--- config.mk ---
export PLATFORM = sky130hd
export DESIGN_NAME = decode_sequencer
export DESIGN_NICKNAME = d
export VERILOG_FILES = /design/src/rtl/simple_isa_pkg.sv /design/src/rtl/hazard_detect.sv /design/src/rtl/decode_sequencer.sv
export SDC_FILE = /design/constraint.sdc
export NUM_CORES = 1
export LEC_CHECK = 0
export BUFFER_PORTS_ARGS = -buffer_cell sky130_fd_sc_hd__buf_2
export CORE_ASPECT_RATIO = 1.2
export CORE_MARGIN = 2
export CORE_UTILIZATION = 51
export DETAILED_ROUTE_END_ITERATION = 12
export PLACE_DENSITY = 0.8
export RECOVER_POWER = 50
export SYNTH_ARGS = -nofsm -noshare
export SYNTH_HDL_FRONTEND = slang
export SYNTH_SLANG_ARGS = --single-unit
--- constraint.sdc ---
create_clock -name clock -period 2.9 [get_ports clock]
set_input_delay 0.145 -clock clock [delete_from_list [all_inputs] [get_ports clock]]
set_output_delay 0.145 -clock clock [all_outputs]
set_load 0.02 [all_outputs]
--- src/rtl/simple_isa_pkg.sv ---
// Shared ISA constants, sequencer state encoding and the per-cycle history action.
package simple_isa_pkg;

  localparam logic [1:0] OP_ARITH = 2'b11;
  localparam logic [1:0] OP_LD    = 2'b00;
  localparam logic [1:0] OP_ST    = 2'b01;
  localparam logic [1:0] OP_IMM   = 2'b10;

  localparam logic [3:0] OP3_IN  = 4'b1100;
  localparam logic [3:0] OP3_OUT = 4'b1101;
  localparam logic [3:0] OP3_HLT = 4'b1111;

  localparam logic [15:0] BUBBLE = 16'hC0E0;

  typedef enum logic [2:0] {
    ST_RUN      = 3'd0,
    ST_STALL    = 3'd1,
    ST_WAIT_IN  = 3'd2,
    ST_WAIT_OUT = 3'd3,
    ST_HALT     = 3'd4
  } seq_state_e;

  typedef enum logic [2:0] {
    ACT_HOLD,
    ACT_ADVANCE,
    ACT_INSERT,
    ACT_FLUSH,
    ACT_RESUME
  } hist_act_e;

endpackage

--- src/rtl/hazard_detect.sv ---
// Load-use hazard: BeforeCOMMAND is a load whose destination COMMAND reads.
module hazard_detect
  import simple_isa_pkg::*;
(
  input  logic [15:0] COMMAND,
  input  logic [15:0] BeforeCOMMAND,
  output logic        load_use
);

  logic [3:0] w_op3;
  logic       w_reads_a;
  logic       w_reads_b;
  logic       w_unused_bits;

  assign w_op3         = COMMAND[7:4];
  assign w_unused_bits = ^{COMMAND[3:0], BeforeCOMMAND[10:0]};

  always_comb begin
    w_reads_a = 1'b0;
    w_reads_b = 1'b0;
    unique case (COMMAND[15:14])
      OP_ARITH: begin
        w_reads_a = (w_op3 <= 4'd6) || (w_op3 == OP3_OUT);
        w_reads_b = (w_op3 <= 4'd5) || ((w_op3 >= 4'd8) && (w_op3 <= 4'd11));
      end
      OP_LD: w_reads_a = 1'b1;
      OP_ST: begin
        w_reads_a = 1'b1;
        w_reads_b = 1'b1;
      end
      OP_IMM: ;
    endcase
  end

  assign load_use = (BeforeCOMMAND[15:14] == OP_LD) &&
                    ((w_reads_a && (COMMAND[10:8]  == BeforeCOMMAND[13:11])) ||
                     (w_reads_b && (COMMAND[13:11] == BeforeCOMMAND[13:11])));

endmodule

--- src/rtl/decode_sequencer.sv ---
// Decode front-end sequencer: owns the three-deep instruction history and
// arbitrates flush, halt, load-use stall, IN/OUT handshake and normal advance.
module decode_sequencer
  import simple_isa_pkg::*;
#(
  parameter int LD_STALL_CYCLES = 1,
  parameter int HALT_ON_HLT     = 1
) (
  input  logic        clock,
  input  logic        reset_n,
  input  logic        fetch_valid,
  input  logic [15:0] FETCH_COMMAND,
  input  logic        branch_taken,
  input  logic        in_valid,
  input  logic        out_ready,
  input  logic        resume,
  output logic [15:0] COMMAND,
  output logic [15:0] BeforeCOMMAND,
  output logic [15:0] TwoBeforeCOMMAND,
  output logic        pc_enable,
  output logic        issue_valid,
  output logic        flush,
  output logic        in_ack,
  output logic        out_strobe,
  output logic        halted,
  output logic [2:0]  state
);

  localparam logic [1:0] STALL_INIT = 2'(LD_STALL_CYCLES - 1);
  localparam logic       HALT_EN    = (HALT_ON_HLT != 0);

  seq_state_e  r_state;
  seq_state_e  w_nstate;
  hist_act_e   w_act;
  logic [15:0] r_cmd, r_bcmd, r_tbcmd;
  logic [1:0]  r_cnt, w_ncnt;
  logic        w_load_use, w_arith, w_is_in, w_is_out, w_is_hlt;
  logic        w_pc_en, w_issue, w_flush, w_in_ack, w_out_strobe;

  hazard_detect u_hazard (
    .COMMAND       (r_cmd),
    .BeforeCOMMAND (r_bcmd),
    .load_use      (w_load_use)
  );

  assign w_arith  = (r_cmd[15:14] == OP_ARITH);
  assign w_is_in  = w_arith && (r_cmd[7:4] == OP3_IN);
  assign w_is_out = w_arith && (r_cmd[7:4] == OP3_OUT);
  assign w_is_hlt = w_arith && (r_cmd[7:4] == OP3_HLT);

  always_comb begin
    w_act        = ACT_HOLD;
    w_nstate     = r_state;
    w_ncnt       = r_cnt;
    w_pc_en      = 1'b0;
    w_issue      = 1'b0;
    w_flush      = 1'b0;
    w_in_ack     = 1'b0;
    w_out_strobe = 1'b0;
    // A taken branch abandons any stall count or pending handshake.
    if (branch_taken && (r_state != ST_HALT)) begin
      w_act    = ACT_FLUSH;
      w_nstate = ST_RUN;
      w_ncnt   = 2'd0;
      w_pc_en  = 1'b1;
      w_flush  = 1'b1;
    end else begin
      case (r_state)
        ST_RUN: begin
          if (w_is_hlt && HALT_EN) begin
            w_nstate = ST_HALT;
          end else if (w_load_use) begin
            w_act    = ACT_INSERT;
            w_ncnt   = STALL_INIT;
            w_nstate = (STALL_INIT != 2'd0) ? ST_STALL : ST_RUN;
          end else if (w_is_in && !in_valid) begin
            w_nstate = ST_WAIT_IN;
          end else if (w_is_out && !out_ready) begin
            w_nstate = ST_WAIT_OUT;
          end else begin
            w_act        = ACT_ADVANCE;
            w_pc_en      = 1'b1;
            w_issue      = 1'b1;
            w_in_ack     = w_is_in;
            w_out_strobe = w_is_out;
          end
        end
        ST_STALL: begin
          w_act  = ACT_INSERT;
          w_ncnt = r_cnt - 2'd1;
          if (r_cnt <= 2'd1) w_nstate = ST_RUN;
        end
        ST_WAIT_IN: begin
          if (in_valid) begin
            w_act    = ACT_ADVANCE;
            w_pc_en  = 1'b1;
            w_issue  = 1'b1;
            w_in_ack = 1'b1;
            w_nstate = ST_RUN;
          end
        end
        ST_WAIT_OUT: begin
          if (out_ready) begin
            w_act        = ACT_ADVANCE;
            w_pc_en      = 1'b1;
            w_issue      = 1'b1;
            w_out_strobe = 1'b1;
            w_nstate     = ST_RUN;
          end
        end
        ST_HALT: begin
          if (resume) begin
            w_act    = ACT_RESUME;
            w_issue  = 1'b1;
            w_nstate = ST_RUN;
          end
        end
        default: w_nstate = ST_RUN;
      endcase
    end
  end

  always_ff @(posedge clock or negedge reset_n) begin
    if (!reset_n) begin
      r_cmd   <= BUBBLE;
      r_bcmd  <= BUBBLE;
      r_tbcmd <= BUBBLE;
      r_state <= ST_RUN;
      r_cnt   <= 2'd0;
    end else begin
      r_state <= w_nstate;
      r_cnt   <= w_ncnt;
      case (w_act)
        ACT_ADVANCE: begin
          r_tbcmd <= r_bcmd;
          r_bcmd  <= r_cmd;
          r_cmd   <= fetch_valid ? FETCH_COMMAND : BUBBLE;
        end
        ACT_INSERT: begin
          r_tbcmd <= r_bcmd;
          r_bcmd  <= BUBBLE;
        end
        ACT_FLUSH: r_cmd <= BUBBLE;
        ACT_RESUME: begin
          r_tbcmd <= r_bcmd;
          r_bcmd  <= r_cmd;
          r_cmd   <= BUBBLE;
        end
        default: ;
      endcase
    end
  end

  // Control outputs are decisions for the current cycle; reset silences them.
  assign COMMAND          = r_cmd;
  assign BeforeCOMMAND    = r_bcmd;
  assign TwoBeforeCOMMAND = r_tbcmd;
  assign pc_enable        = reset_n && w_pc_en;
  assign issue_valid      = reset_n && w_issue;
  assign flush            = reset_n && w_flush;
  assign in_ack           = reset_n && w_in_ack;
  assign out_strobe       = reset_n && w_out_strobe;
  assign halted           = (r_state == ST_HALT);
  assign state            = r_state;

endmodule
==> results.sh <==
export IMPL_status="complete, no violations"
export IMPL_cts_sinks=53
export IMPL_cts_root_buffer="clkbuf_8"
export IMPL_finalSetupTns_ns=0
export IMPL_crit_cells=7
export IMPL_worstPathArrival_ns=2.43
export IMPL_reg2reg_depth=6
export IMPL_cp_max_fo=16
export IMPL_fp_row_count=28
export IMPL_ant_nets=0
export IMPL_synth_main_ff_cell="dfrtp_1"
export IMPL_post_route_drc_count=0
export IMPL_synth_edff_count=0
export IMPL_synth_net_count=239
export IMPL_finalInstanceArea_um2=3080
export IMPL_seq_area_frac_synth_pct=52.0
export IMPL_final_core_util_pct=62.8
export IMPL_ios=80
export IMPL_cp_start_kind="flop"
export IMPL_start_util_pct=52.8
export IMPL_slew_headroom_pct=20.7
export IMPL_tightest_slew_ns=1.19
export IMPL_dpl_hpwl_mm=4.20
export IMPL_cpPeakStageDelay_ns=0.52
export IMPL_grt_setup_unrepaired="no"
export IMPL_cp_endpoint="issue_valid"
export IMPL_htreeDepth=2
export IMPL_cp_end_kind="output port"
export IMPL_maxCapViolations=0
export IMPL_clock_skew_ns=0.0102
export IMPL_wl_per_cell_um=16.1
export IMPL_r2r_end="TwoBeforeCOMMAND[4]$_DFFE_PN0P_"
export IMPL_syn2layout_area_growth_pct=19.1
export IMPL_grt_use_total_pct=19.8
export IMPL_fin_nets=318
export IMPL_vias_per_cell=5.66
export IMPL_synth_cell_types=52
export IMPL_critical_path_required_ns=2.76
export IMPL_fill_cells=414
export IMPL_period_minus_slack_ns=2.57
export IMPL_worstSkewPairLatency_ns=0.31
export IMPL_hp_class="input port to flop"
export IMPL_cp_top_family="compound AO/OA/AOI/OAI gates"
export IMPL_yosysWarnings=0
export IMPL_irDropWorstVdd_uv=508
export IMPL_grt_overflow=0
export IMPL_dpl_cell_area_um2=3010
export IMPL_synthArstFlopShare_pct=100
export IMPL_worstSetupStartpoint="state[1]$_DFFE_PN0P_"
export IMPL_routed_via_count=2011
export IMPL_clk_path_buf_depth=2
export IMPL_avgSynthCellArea_um2=12.0
export IMPL_fin_crit_sh_pct=88.7
export IMPL_synth_seq_cells=53
export IMPL_final_hold_viol_count=0
export IMPL_syn_instance_count=215
export IMPL_dieArea_um2=5660
export IMPL_dieWidth_um=69.0
export IMPL_path_clk_slew_ns=0.10
export IMPL_power_density_nw_per_um2=1050
export IMPL_grt_pass1_vias=1864
export IMPL_die_h_um=82.0
export IMPL_maxSlewViolCount=0
export IMPL_p_leak_nw=1.44
export IMPL_antenna_cells=0
export IMPL_core_area_um2=4900
export IMPL_fmaxAchievable_ghz=0.389
export IMPL_cts_buffers=5
export IMPL_grt_max_degree=52
export IMPL_antenna_found_initial=0
export IMPL_rrSetupSlack_ns=0.52
export IMPL_layout_drive_gt1_share_pct=34.2
export IMPL_cts_tree="yes"
export IMPL_syn_cell_area_um2=2590
export IMPL_critical_path_buf_inv_count=1
export IMPL_drt_first_pass_iters=4
export IMPL_postCtsSetupBuffers=0
export IMPL_fin_total_pwr_w=0.00322
export IMPL_crit_path_cell_trace="nor3_1 -> o21ai_0 -> or2_4 -> o31ai_4 -> o21ai_2 -> a2111oi_0 -> buf_2"
export IMPL_port_buffers=79
export IMPL_rr_startpoint="COMMAND[6]$_DFFE_PN1P_"
export IMPL_hold_slack_ns=0.0506
export IMPL_drtIter0Drc=130
export IMPL_wl_mm=5.72
export IMPL_grt_pass1_wl_mm=8.80
export IMPL_critPathKind="flop to output port"
export IMPL_cpMaxStageDelayCell="dfrtp_2"
export IMPL_gp_congestion=0.937
export IMPL_finalSetupViolCount=0
## how the worst min path moves through the flow
stage	depth (start not counted)	startpoint	endpoint
finish	2	FETCH_COMMAND[13]	COMMAND[13]$_DFFE_PN0P_
global route	2	FETCH_COMMAND[13]	COMMAND[13]$_DFFE_PN0P_
CTS	2	FETCH_COMMAND[13]	COMMAND[13]$_DFFE_PN0P_
detailed placement	1	reset_n	state[2]$_DFFE_PN0P_
global placement	1	reset_n	state[2]$_DFFE_PN0P_
floorplan	0	reset_n	BeforeCOMMAND[0]$_DFFE_PN0P_
## Yosys cell counts, drive strengths merged (2+ instances only)
library cell	number	area [µm²]
xor2	3	26.3
inv	10	37.5
a31oi	3	40.0
a21oi	7	35.0
a22o	22	193
nand2b	4	25.0
buf	9	66.3
a2bb2oi	5	43.8
nand3b	2	15.0
o21a	2	15.0
clkbuf	4	15.0
nor4	4	31.3
a2111oi	2	36.3
nor4b	2	17.5
a22oi	2	15.0
dfstp	15	394
dfrtp	38	951
nand2	5	18.8
xnor2	3	26.3
and4b	5	50.1
nand4	2	27.5
mux2	17	191
nor3	6	35.0
nand3	2	10.0
nor2b	4	25.0
nor2	10	37.5
o21ai	9	48.8
and3	3	18.8
o211ai	2	15.0
## metal layers
metal  part of all wire, %  global-route usage [%]  vias up
met5                     0                       0        -
met3                   4.8                    3.31        6
met1                    44                    25.6      986
met4                   1.2                    6.67        0
li1                      -                       -      958
met2                    50                    34.3       61
## cells by family (layout without fill, tap and decap cells)
| logic type | after synthesis | after routing | share of synthesized area, % |
|---|---|---|---|
| AO/OA/AOI/OAI | 61 | 61 | 19.9 |
| flip-flops | 53 | 53 | 52.0 |
| AND/OR/NAND/NOR | 53 | 53 | 13.2 |
| buffers and inverters | 23 | 103 | 4.59 |
| multiplexers | 18 | 18 | 7.79 |
| XOR/XNOR | 6 | 6 | 2.03 |
| adder cells (fa/ha/maj) | 1 | 1 | 0.483 |
## registers in the layout, summed over array words and instances (netlist names)
register          flops
BeforeCOMMAND        16
COMMAND              16
TwoBeforeCOMMAND     16
r_cnt                 2
state                 3
## through the flow
stage,cells,setup slack (ns)
floorplan,215,0.146
global route,355,0.0549
finish,355,0.328
CTS,355,0.231
global placement,346,0.578
detailed placement,346,0.529
## repair_timing
item	CTS	global route
hold buffers	1	0
resized for setup	0	1
endpoints found under the setup margin	0	1
endpoints found under the hold margin	2	0
## cell usage in the layout (no fill, tap or decap), drive strengths merged, types with 5 or more instances in the layout
cell type and count:
dfrtp 38, nand2 5, and4b 5, buf 53, a2bb2oi 5, a21oi 7, dfstp 15, mux2 17
clkbuf 36, nor3 6, a22o 22, inv 11, nor2 10, o21ai 9
## final cells by class
class | count | area (µm²) | area share [%]
Timing Repair Buffer | 85 | 403 | 13.1
Inverter | 10 | 37.5 | 1.22
Clock buffer | 5 | 68.8 | 2.23
Multi-Input combinational cell | 139 | 1120 | 36.5
Sequential cell | 53 | 1350 | 43.7
Tap cell | 60 | 75.1 | 2.44
Clock inverter | 3 | 26.3 | 0.853
## worst reg2reg max path: cells and delay by family, from the launching register on
kind | cells | cell delay [ns]
DFF | 1 | 0.63
AOI/OAI and AO/OA | 2 | 0.56
muxes | 1 | 0.39
buffers and inverters | 1 | 0.36
and+or+nand+nor | 2 | 0.33
## where the power goes
part | internal [W] | switching (W)
Sequential | 0.00102 | 0.000247
Combinational | 0.000594 | 0.000934
Clock | 0.000176 | 0.000247
No activity file was read; power rests on OpenSTA's default activity.
